--- config.mk ---
export PLATFORM = sky130hd
export DESIGN_NAME = ts_stream_switch
export DESIGN_NICKNAME = d
export VERILOG_FILES = /design/src/rtl/ts_stream_switch.sv
export SDC_FILE = /design/constraint.sdc
export NUM_CORES = 1
export LEC_CHECK = 0
export CAP_MARGIN = 20
export CORE_UTILIZATION = 40
export DETAILED_ROUTE_END_ITERATION = 12
export GPL_TIMING_DRIVEN = 1
export PLACE_DENSITY = 0.65
export SYNTH_ARGS = -nofsm -noshare
export SYNTH_HDL_FRONTEND = slang
export SYNTH_SLANG_ARGS = --single-unit
export TNS_END_PERCENT = 1
--- constraint.sdc ---
create_clock -name clk -period 2.86 [get_ports clk]
set_input_delay 0.572 -clock clk [delete_from_list [all_inputs] [get_ports clk]]
set_output_delay 0.572 -clock clk [all_outputs]
set_load 0.01 [all_outputs]
--- src/rtl/ts_stream_switch.sv ---
// Packet-aligned 4:1 TS stream scheduler with per-channel lock tracking.
// Channel changes happen only on 188-byte packet boundaries (host request or failover).
module ts_stream_switch #(
  parameter logic [9:0] LOSS_BYTES = 10'd376,
  parameter bit         AUTO_FAIL  = 1'b1
) (
  input  logic       clk,
  input  logic       rst,
  input  logic [7:0] byte_1,
  input  logic [7:0] byte_2,
  input  logic [7:0] byte_3,
  input  logic [7:0] byte_4,
  input  logic       valid_1,
  input  logic       valid_2,
  input  logic       valid_3,
  input  logic       valid_4,
  input  logic       sync_1,
  input  logic       sync_2,
  input  logic       sync_3,
  input  logic       sync_4,
  input  logic [1:0] sel_req,
  input  logic       sel_req_valid,
  output logic [7:0] out_byte,
  output logic       out_valid,
  output logic       out_sync,
  output logic [1:0] active_ch,
  output logic [3:0] ch_locked,
  output logic       switch_done,
  output logic       pkt_abort
);

  localparam int unsigned N_CH  = 4;
  localparam int unsigned CNT_W = 10;

  typedef enum logic [1:0] {
    S_IDLE     = 2'd0,
    S_WAIT_SOP = 2'd1,
    S_FORWARD  = 2'd2
  } state_t;

  logic [7:0]       w_byte  [N_CH];
  logic [N_CH-1:0]  w_valid;
  logic [N_CH-1:0]  w_sync;
  logic [CNT_W-1:0] r_cnt   [N_CH];
  logic [CNT_W-1:0] w_cnt_inc [N_CH];
  logic [N_CH-1:0]  r_locked;

  state_t     r_state, w_state_nxt;
  logic [1:0] r_tgt, w_tgt_nxt;
  logic [1:0] r_active, w_active_nxt;
  logic       r_pend;
  logic [1:0] r_pend_ch;
  logic       w_pend_clr;
  logic [1:0] w_target;
  logic [1:0] w_scan_ch;
  logic       w_scan_hit;

  logic       w_fwd, w_fwd_sync, w_switch, w_abort;
  logic [7:0] w_fwd_byte;
  logic [7:0] r_out_byte;
  logic       r_out_valid, r_out_sync, r_switch_done, r_pkt_abort;

  assign w_byte[0] = byte_1;
  assign w_byte[1] = byte_2;
  assign w_byte[2] = byte_3;
  assign w_byte[3] = byte_4;
  assign w_valid   = {valid_4, valid_3, valid_2, valid_1};
  assign w_sync    = {sync_4, sync_3, sync_2, sync_1} & w_valid;

  // Saturating count of valid bytes since the last sync, per channel
  always_comb begin
    for (int i = 0; i < N_CH; i++) begin
      w_cnt_inc[i] = (r_cnt[i] >= LOSS_BYTES) ? r_cnt[i] : r_cnt[i] + CNT_W'(1);
    end
  end

  always_ff @(posedge clk or negedge rst) begin
    if (!rst) begin
      for (int i = 0; i < N_CH; i++) r_cnt[i] <= '0;
      r_locked <= '0;
    end else begin
      for (int i = 0; i < N_CH; i++) begin
        if (w_sync[i]) begin
          r_locked[i] <= 1'b1;
          r_cnt[i]    <= '0;
        end else if (w_valid[i]) begin
          r_cnt[i] <= w_cnt_inc[i];
          if (w_cnt_inc[i] >= LOSS_BYTES) r_locked[i] <= 1'b0;
        end
      end
    end
  end

  // Round-robin hunt from active_ch+1; nearest locked channel wins
  always_comb begin
    w_scan_ch  = r_active;
    w_scan_hit = 1'b0;
    for (int k = 3; k >= 1; k--) begin
      if (r_locked[2'(r_active + 2'(k))]) begin
        w_scan_ch  = 2'(r_active + 2'(k));
        w_scan_hit = 1'b1;
      end
    end
  end

  always_comb begin
    w_target = r_active;
    if (r_pend)                                  w_target = r_pend_ch;
    else if (r_locked[r_active] || !AUTO_FAIL)   w_target = r_active;
    else if (w_scan_hit)                         w_target = w_scan_ch;
  end

  always_ff @(posedge clk or negedge rst) begin
    if (!rst) begin
      r_state  <= S_IDLE;
      r_tgt    <= '0;
      r_active <= '0;
    end else begin
      r_state  <= w_state_nxt;
      r_tgt    <= w_tgt_nxt;
      r_active <= w_active_nxt;
    end
  end

  always_comb begin
    w_state_nxt  = r_state;
    w_tgt_nxt    = r_tgt;
    w_active_nxt = r_active;
    w_fwd        = 1'b0;
    w_fwd_byte   = 8'h00;
    w_fwd_sync   = 1'b0;
    w_switch     = 1'b0;
    w_abort      = 1'b0;
    w_pend_clr   = 1'b0;
    case (r_state)
      S_IDLE: begin
        if (r_locked[w_target]) begin
          w_tgt_nxt   = w_target;
          w_state_nxt = S_WAIT_SOP;
        end
      end
      S_WAIT_SOP: begin
        // A sync byte relocks, so it takes priority over a concurrent lock loss
        if (w_sync[r_tgt]) begin
          w_fwd        = 1'b1;
          w_fwd_byte   = w_byte[r_tgt];
          w_fwd_sync   = 1'b1;
          w_active_nxt = r_tgt;
          w_switch     = 1'b1;
          w_pend_clr   = r_pend && (r_pend_ch == r_tgt);
          w_state_nxt  = S_FORWARD;
        end else if (!r_locked[r_tgt]) begin
          w_state_nxt = S_IDLE;
        end
      end
      S_FORWARD: begin
        if (!r_locked[r_active] && !w_sync[r_active]) begin
          w_abort     = 1'b1;
          w_state_nxt = S_IDLE;
        end else if (w_valid[r_active]) begin
          if (w_sync[r_active] && r_pend && (r_pend_ch != r_active) && r_locked[r_pend_ch]) begin
            w_tgt_nxt   = r_pend_ch;
            w_state_nxt = S_WAIT_SOP;
          end else begin
            w_fwd      = 1'b1;
            w_fwd_byte = w_byte[r_active];
            w_fwd_sync = w_sync[r_active];
            w_pend_clr = w_sync[r_active] && r_pend && (r_pend_ch == r_active);
          end
        end
      end
      default: w_state_nxt = S_IDLE;
    endcase
  end

  // Latest host request wins over a same-cycle clear
  always_ff @(posedge clk or negedge rst) begin
    if (!rst) begin
      r_pend    <= 1'b0;
      r_pend_ch <= '0;
    end else if (sel_req_valid) begin
      r_pend    <= 1'b1;
      r_pend_ch <= sel_req;
    end else if (w_pend_clr) begin
      r_pend <= 1'b0;
    end
  end

  always_ff @(posedge clk or negedge rst) begin
    if (!rst) begin
      r_out_byte    <= 8'h00;
      r_out_valid   <= 1'b0;
      r_out_sync    <= 1'b0;
      r_switch_done <= 1'b0;
      r_pkt_abort   <= 1'b0;
    end else begin
      r_out_byte    <= w_fwd_byte;
      r_out_valid   <= w_fwd;
      r_out_sync    <= w_fwd_sync;
      r_switch_done <= w_switch;
      r_pkt_abort   <= w_abort;
    end
  end

  assign out_byte    = r_out_byte;
  assign out_valid   = r_out_valid;
  assign out_sync    = r_out_sync;
  assign active_ch   = r_active;
  assign ch_locked   = r_locked;
  assign switch_done = r_switch_done;
  assign pkt_abort   = r_pkt_abort;

endmodule

==> metrics.txt, run 1 <==
outcome complete, no violations; CTS Sinks 65; standard cell core area approximately 10000 um2; kind of end point of the critical path register; drt initial violations around 190; peak supply drop 295 uV; critical setup path kind register to register; largest fanout on the critical path 10; largest clock skew in the final design between 0.008 and 0.009 ns; initial core utilization 0.418; CTS tree done; clk root buf sky130_fd_sc_hd__clkbuf_8; Final Power roughly 3.5 mW; Chip Height between 100 and 150 um; areal power density over the cells ~660 nW/um2; clock transition at the registers of the reported paths approximately 0.08 ns; synth warn 0; worst-skew pair later-pin latency approximately 0.35 ns; synthesized netlist net count approximately 500; Final Net Count ~570; number of endpoints with negative hold slack in the final report 0; drt pass-1 iters 4; accumulated negative setup slack 0 ns; unrepaired setup endpoints after global routing no; final weighted congestion in routability-driven placement about 0.82; delay of the slowest critical-path stage 0.57 ns; final routed DRC violation total 0; via count of the first global-routing pass around 3.6k; Mean Syn Cell Area about 10 um2; r2r startpoint ch_locked[2]; portion of the clock cycle consumed by the worst path in the final layout 0.880; count of cells along the worst register-to-register path 6; routed via count divided by cell count around 5.6; all-layer global routing usage 0.195; buffering stage count on the worst path with inverters included 0; cell with the biggest individual delay on the critical path sky130_fd_sc_hd__dfrtp_1; post-route insts no fill about 650; maximum number of pins on one net before global-route repair 39; average wire per standard cell approximately 16 um; area added between synthesis and finish 23.3%; count of placed standard cells including taps around 640; crit-path leading delay family multiplexers; io pins 63; Final setup viols 0; DRT antenna net count 0; total detailed-routing wirelength approximately 10000 um; Filler Cell Count 972; endpoint required time on the critical path about 3.1 ns; flops & latches, synth 65; Fmax achieved slightly below 400 MHz; buffer levels on the longest clock path 2; share of post-route cells with drive strength above 1 0.159; placed wire-length estimate after detailed placement slightly below 8000 um; time the final worst path needs with I/O delays and setup approximately 2.5 ns; Chip Width roughly 110 um; CTS H-tree depth 3; max-slew violation count 0; post-synthesis sequential area ratio 0.372; worst slew slack as a fraction of its limit 0.552; Distinct cells, synth 58; core occupancy in the finished layout 0.515; CTS Hold Buffers Added 0; terminus of the critical flop-to-flop path r_tgt[1]; number of antenna violations at the first check in global routing 0; number of maximum-capacitance violations 0; Mapped Cells about 440; count of port buffers added during placement a little over 60; share of synthesized registers carrying an async set or reset 1.00; worst reg2reg setup slack approximately 0.34 ns; die footprint about 11000 um2; overflow left after global routing 0; EDFF count, synth 0; Resize count post-CTS 0; leading register cell type out of synthesis sky130_fd_sc_hd__dfrtp_1; Most common cell on crit path sky130_fd_sc_hd__mux2_2; actual transition at the worst max-transition pin 0.673 ns; data arrival time of the worst path approximately 2.8 ns; ant diodes 0; total setup buffers inserted after CTS 0; count of standard-cell rows 37; cts bufs inserted 9; type of the tightest min-delay check input port to asynchronous set/reset pin; Startpoint Class register; cell-by-cell trace of the critical path nor2b_1 > nor4b_1 > o31ai_1 > mux2_2 > o221ai_1 > mux2_2; overall via count from detail_route approximately 3.7k; post-synthesis instance area 4370 um2; leakage power of the design ~2.2 nW; first-pass GRT wire length between 15000 and 20000 um
==> power by group <==
group | internal [mW] | switching, mW | leakage [nW]
sequential | 1.10 | 0.260 | 0.841
combinational | 0.806 | 0.668 | 1.26
clock | 0.319 | 0.394 | 0.0745
==> state kept, by name, indices dropped and copies added (netlist names) <==
name and count:
r_pend 1, active_ch 2, r_state 2, r_cnt 40
pkt_abort 1, switch_done 1, ch_locked 4, r_pend_ch 2
out_sync 1, out_valid 1, r_tgt 2, out_byte 8
==> worst max path at each step <==
stage	from	endpoint	slack [ns]	depth (start not counted)
floorplan	sync_4	r_state[0]	0.51	7
global placement	valid_1	r_state[0]	0.15	7
detailed placement	valid_1	r_state[1]	0.13	7
CTS	ch_locked[2]	r_tgt[1]	0.36	6
global route	ch_locked[2]	r_tgt[0]	0.16	6
finish	ch_locked[2]	r_tgt[1]	0.34	6
==> metal layers <==
layer  track usage  part of all wire
met2         0.325              0.50
met5             0                 0
met4        0.0705             0.018
met1         0.261              0.44
met3        0.0251             0.035
==> cells by family (layout without fill, tap and decap cells) <==
kind of cell	Yosys count	in the layout	share of synthesized area
and+or+nand+nor	139	139	0.169
AOI/OAI and AO/OA	111	111	0.182
DFF	65	65	0.372
buffers and inverters	63	136	0.0595
muxes	43	43	0.165
adders and majority gates	12	12	0.0343
xor gates and xnor gates	9	9	0.0180
==> Yosys cell counts (2+ instances only) <==
library cell                instances  area, um2
sky130_fd_sc_hd__dfrtp_1           65       1630
sky130_fd_sc_hd__inv_1             38        143
sky130_fd_sc_hd__nand2_1           38        143
sky130_fd_sc_hd__nor2_1            28        105
sky130_fd_sc_hd__mux4_2            22        495
sky130_fd_sc_hd__a21oi_1           19       95.1
sky130_fd_sc_hd__o22ai_1           18        113
sky130_fd_sc_hd__and2_1            15       93.8
sky130_fd_sc_hd__o21ai_0           15       75.1
sky130_fd_sc_hd__o2bb2ai_1         15        131
sky130_fd_sc_hd__clkbuf_1          14       52.6
sky130_fd_sc_hd__ha_1              12        150
sky130_fd_sc_hd__mux2_2            12        135
sky130_fd_sc_hd__nand4_1           11       68.8
sky130_fd_sc_hd__nor2b_1            8       50.1
sky130_fd_sc_hd__a31oi_1            7       43.8
sky130_fd_sc_hd__buf_2              7       35.0
sky130_fd_sc_hd__mux2i_1            7       70.1
sky130_fd_sc_hd__nand3_1            7       35.0
sky130_fd_sc_hd__nand2b_1           5       31.3
sky130_fd_sc_hd__o31a_1             5       43.8
sky130_fd_sc_hd__xnor2_1            5       43.8
sky130_fd_sc_hd__a41o_1             4       40.0
sky130_fd_sc_hd__o21a_1             4       30.0
sky130_fd_sc_hd__o221ai_1           4       35.0
sky130_fd_sc_hd__or2_2              4       25.0
sky130_fd_sc_hd__xor2_1             4       35.0
sky130_fd_sc_hd__a21boi_0           3       22.5
sky130_fd_sc_hd__nand4b_1           3       26.3
sky130_fd_sc_hd__and3_1             2       12.5
sky130_fd_sc_hd__buf_6              2       22.5
sky130_fd_sc_hd__mux2_1             2       22.5
sky130_fd_sc_hd__nand3b_1           2       15.0
sky130_fd_sc_hd__nor3_1             2       10.0
sky130_fd_sc_hd__nor3b_1            2       15.0
sky130_fd_sc_hd__nor3b_2            2       25.0
sky130_fd_sc_hd__nor4_1             2       12.5
sky130_fd_sc_hd__nor4b_1            2       17.5
sky130_fd_sc_hd__o211ai_1           2       15.0
sky130_fd_sc_hd__o31ai_1            2       15.0
sky130_fd_sc_hd__o41a_1             2       22.5
sky130_fd_sc_hd__or4_1              2       15.0
sky130_fd_sc_hd__or4b_2             2       20.0
==> stage by stage <==
stage	setup slack, ns	hold slack, ns	instance area [um2]
after floorplan	0.505	0.276	4370
after global placement	0.151	0.490	5210
after detailed placement	0.126	0.510	5210
after CTS	0.358	0.274	5390
after global routing	0.158	0.300	5390
final	0.344	0.250	5390
==> layout by cell type (no fill, tap or decap), drive strengths merged, types with 18 or more instances in the layout <==
cell type and n:
inv 40, clkdlybuf4s50 61, nor2 28, dfrtp 65
mux4 22, o22ai 18, buf 20, nand2 38
a21oi 20
==> final cells by class <==
cell class / instances / area (um2) / area share
multi-input cells: 314 / 2490 / 0.461
flip-flops and latches: 65 / 1630 / 0.302
repair buffers: 81 / 783 / 0.145
well taps: 136 / 170 / 0.0316
inverters: 39 / 146 / 0.0272
clock buffers: 9 / 124 / 0.0230
clock inverters: 7 / 55.1 / 0.0102
==> worst reg2reg max path, stage by stage, from the launching register on <==
cell	delay [ns]
sky130_fd_sc_hd__dfrtp_1	0.57
sky130_fd_sc_hd__nor2b_1	0.23
sky130_fd_sc_hd__nor4b_1	0.07
sky130_fd_sc_hd__o31ai_1	0.43
sky130_fd_sc_hd__mux2_2	0.42
sky130_fd_sc_hd__o221ai_1	0.29
sky130_fd_sc_hd__mux2_2	0.38
No activity file was read; power rests on OpenSTA's default activity.
==> run 2, diff against run 1 <==
PLACE_DENSITY = 0.67   (was 0.65)
clock period = 2.2 ns   (was 2.86 ns; I/O delays follow)
==> run 2 against run 1 <==
Net effect: total power up 39%; critical path depth is the same; clock power increased by 44%; sequential power grew 24%; register-to-register slack worse by 0.29 ns; worst setup slack lost 0.29 ns; via count rose by 2.3%; global-route usage rose by 0.22 points; flip-flop and latch count unchanged; non-clock buffer count rose by 28; count of clock-buffer cells in the layout rose by 2; routed wire length rose by 0.32%; largest cell class unchanged.
==> metrics.txt, run 2 (same netlist as run 1, synthesis figures left out) <==
worst slew slack as a fraction of its limit 0.631; final routed DRC violation total 0; delay of the slowest critical-path stage approximately 0.41 ns; die footprint between 10000 and 15000 um2; initial core utilization 0.418; drt initial violations 142; largest clock skew in the final design 0.0101 ns; routed via count divided by cell count between 5 and 6; Chip Width approximately 110 um; number of antenna violations at the first check in global routing 0; clock transition at the registers of the reported paths roughly 0.070 ns; ant diodes 0; count of standard-cell rows 37; leakage power of the design between 2 and 2.5 nW; most heavily used metal layer in global routing met2; drt pass-1 iters 4; Fmax achieved between 400 and 500 MHz; Final Power 4.94 mW; hold_ws between 0.04 and 0.05 ns; GRT met1 Usage 0.275; overflow left after global routing 0; GRT met3 Usage 0.0368; core occupancy in the finished layout 0.545; data arrival time of the worst path roughly 2.4 ns; average wire per standard cell between 15 and 20 um; worst-skew pair later-pin latency 0.35 ns; largest fanout on the critical path 4; critical setup path kind register to register; io pins 63; areal power density over the cells 866 nW/um2; cell-by-cell trace of the critical path nand2b_1 > a31oi_2 > o31ai_2 > mux2_4 > o221ai_2 > mux2_2; DRT antenna net count 0; CTS tree done; max FFs per register 40; maximum number of pins on one net before global-route repair 35; kind of end point of the critical path register; all-layer global routing usage 0.197; clk root buf sky130_fd_sc_hd__clkbuf_8; count of cells along the worst register-to-register path 6; standard cell core area about 10000 um2; area added between synthesis and finish 30.4%; post-route insts no fill roughly 680; Startpoint Class register; final weighted congestion in routability-driven placement about 0.85; portion of the clock cycle consumed by the worst path in the final layout 0.976; buffer levels on the longest clock path 2; actual transition at the worst max-transition pin about 0.55 ns; instance area after placement 5420 um2; placed wire-length estimate after detailed placement 7870 um; number of maximum-capacitance violations 0; Final Net Count around 600; worst reg2reg setup slack about 0.052 ns; CTS Hold Buffers Added 0; via count of the first global-routing pass between 3k and 4k; register bank with the most flops r_cnt; CTS H-tree depth 3; total detailed-routing wirelength around 10000 um; r2r startpoint active_ch[0]; commonest non-fill, non-tap cells in the layout 62 x sky130_fd_sc_hd__dfrtp_1, 53 x sky130_fd_sc_hd__clkdlybuf4s50_1, 45 x sky130_fd_sc_hd__buf_4; share of post-route cells with drive strength above 1 0.228; cts bufs inserted 9; max-slew violation count 0; count of placed standard cells including taps approximately 660; first-pass GRT wire length between 15000 and 20000 um; most common cell after layout, fill and taps aside sky130_fd_sc_hd__dfrtp_1; CTS Sinks 65; count of port buffers added during placement 62; cell with the biggest individual delay on the critical path sky130_fd_sc_hd__dfrtp_1; unrepaired setup endpoints after global routing yes; endpoint required time on the critical path 2.43 ns; overall via count from detail_route 3759; peak supply drop about 530 uV; terminus of the critical flop-to-flop path r_tgt[0]; Final setup viols 0; time the final worst path needs with I/O delays and setup around 2.1 ns; outcome complete, no violations; number of endpoints with negative hold slack in the final report 0; GR Util met2 0.316; type of the tightest min-delay check input port to asynchronous set/reset pin; Chip Height 107 um; post-route design area around 5700 um2
==> run 2: area by class of cell <==
cell class,instances,area (um2)
fill,954,4760
sequential,65,1630
tap,136,170
multi-input combinational,314,2550
inverter,39,146
clock buffer,11,141
timing repair buffer,109,1010
clock inverter,5,55.1
==> run 2: power breakdown <==
part	total [mW]	switching, mW	internal, mW
sequential	1.69	0.253	1.44
combinational	2.22	1.02	1.20
clock	1.03	0.477	0.550
total	4.94	1.75	3.18
==> run 2: critical path: cells and delay by family, from the launching register on <==
family | cells | cell delay (ns)
flip-flops | 1 | 0.41
AO/OA/AOI/OAI | 3 | 0.74
multiplexers | 2 | 0.74
AND/OR/NAND/NOR | 1 | 0.14
==> run 2: how the worst max path moves through the flow <==
| stage | startpoint | endpoint | cells past startpoint | slack, ns |
|---|---|---|---|---|
| final | active_ch[0] | r_tgt[0] | 6 | 0.05 |
| after detailed placement | valid_1 | r_state[1] | 7 | -0.40 |
| after floorplan | sync_4 | r_state[0] | 7 | -0.002 |
| after global routing | active_ch[0] | r_tgt[0] | 6 | -0.04 |
| after global placement | valid_1 | r_state[0] | 7 | -0.35 |
| after CTS | valid_4 | r_state[0] | 7 | -0.005 |
==> run 2: per-stage QoR <==
stage	worst slack, ns	setup TNS [ns]
floorplan	-0.00190	-0.00380
global placement	-0.352	-4.59
detailed placement	-0.401	-4.97
CTS	-0.00515	-0.00942
global route	-0.0377	-0.121
finish	0.0522	0
==> run 2: per-layer routing <==
layer / vias to the layer above / part of all wire
met2: 63 / 0.48
li1: 1822 / -
met5: - / 0
met4: 0 / 0.0095
met3: 8 / 0.040
met1: 1866 / 0.47
==> run 2: what timing repair did <==
action / in CTS / in global routing
hold endpoints to repair: 0 / 0
setup buffers: 0 / 1
endpoints found under the setup margin: 4 / 15
pin swaps: 1 / 4
gates resized for setup: 7 / 19
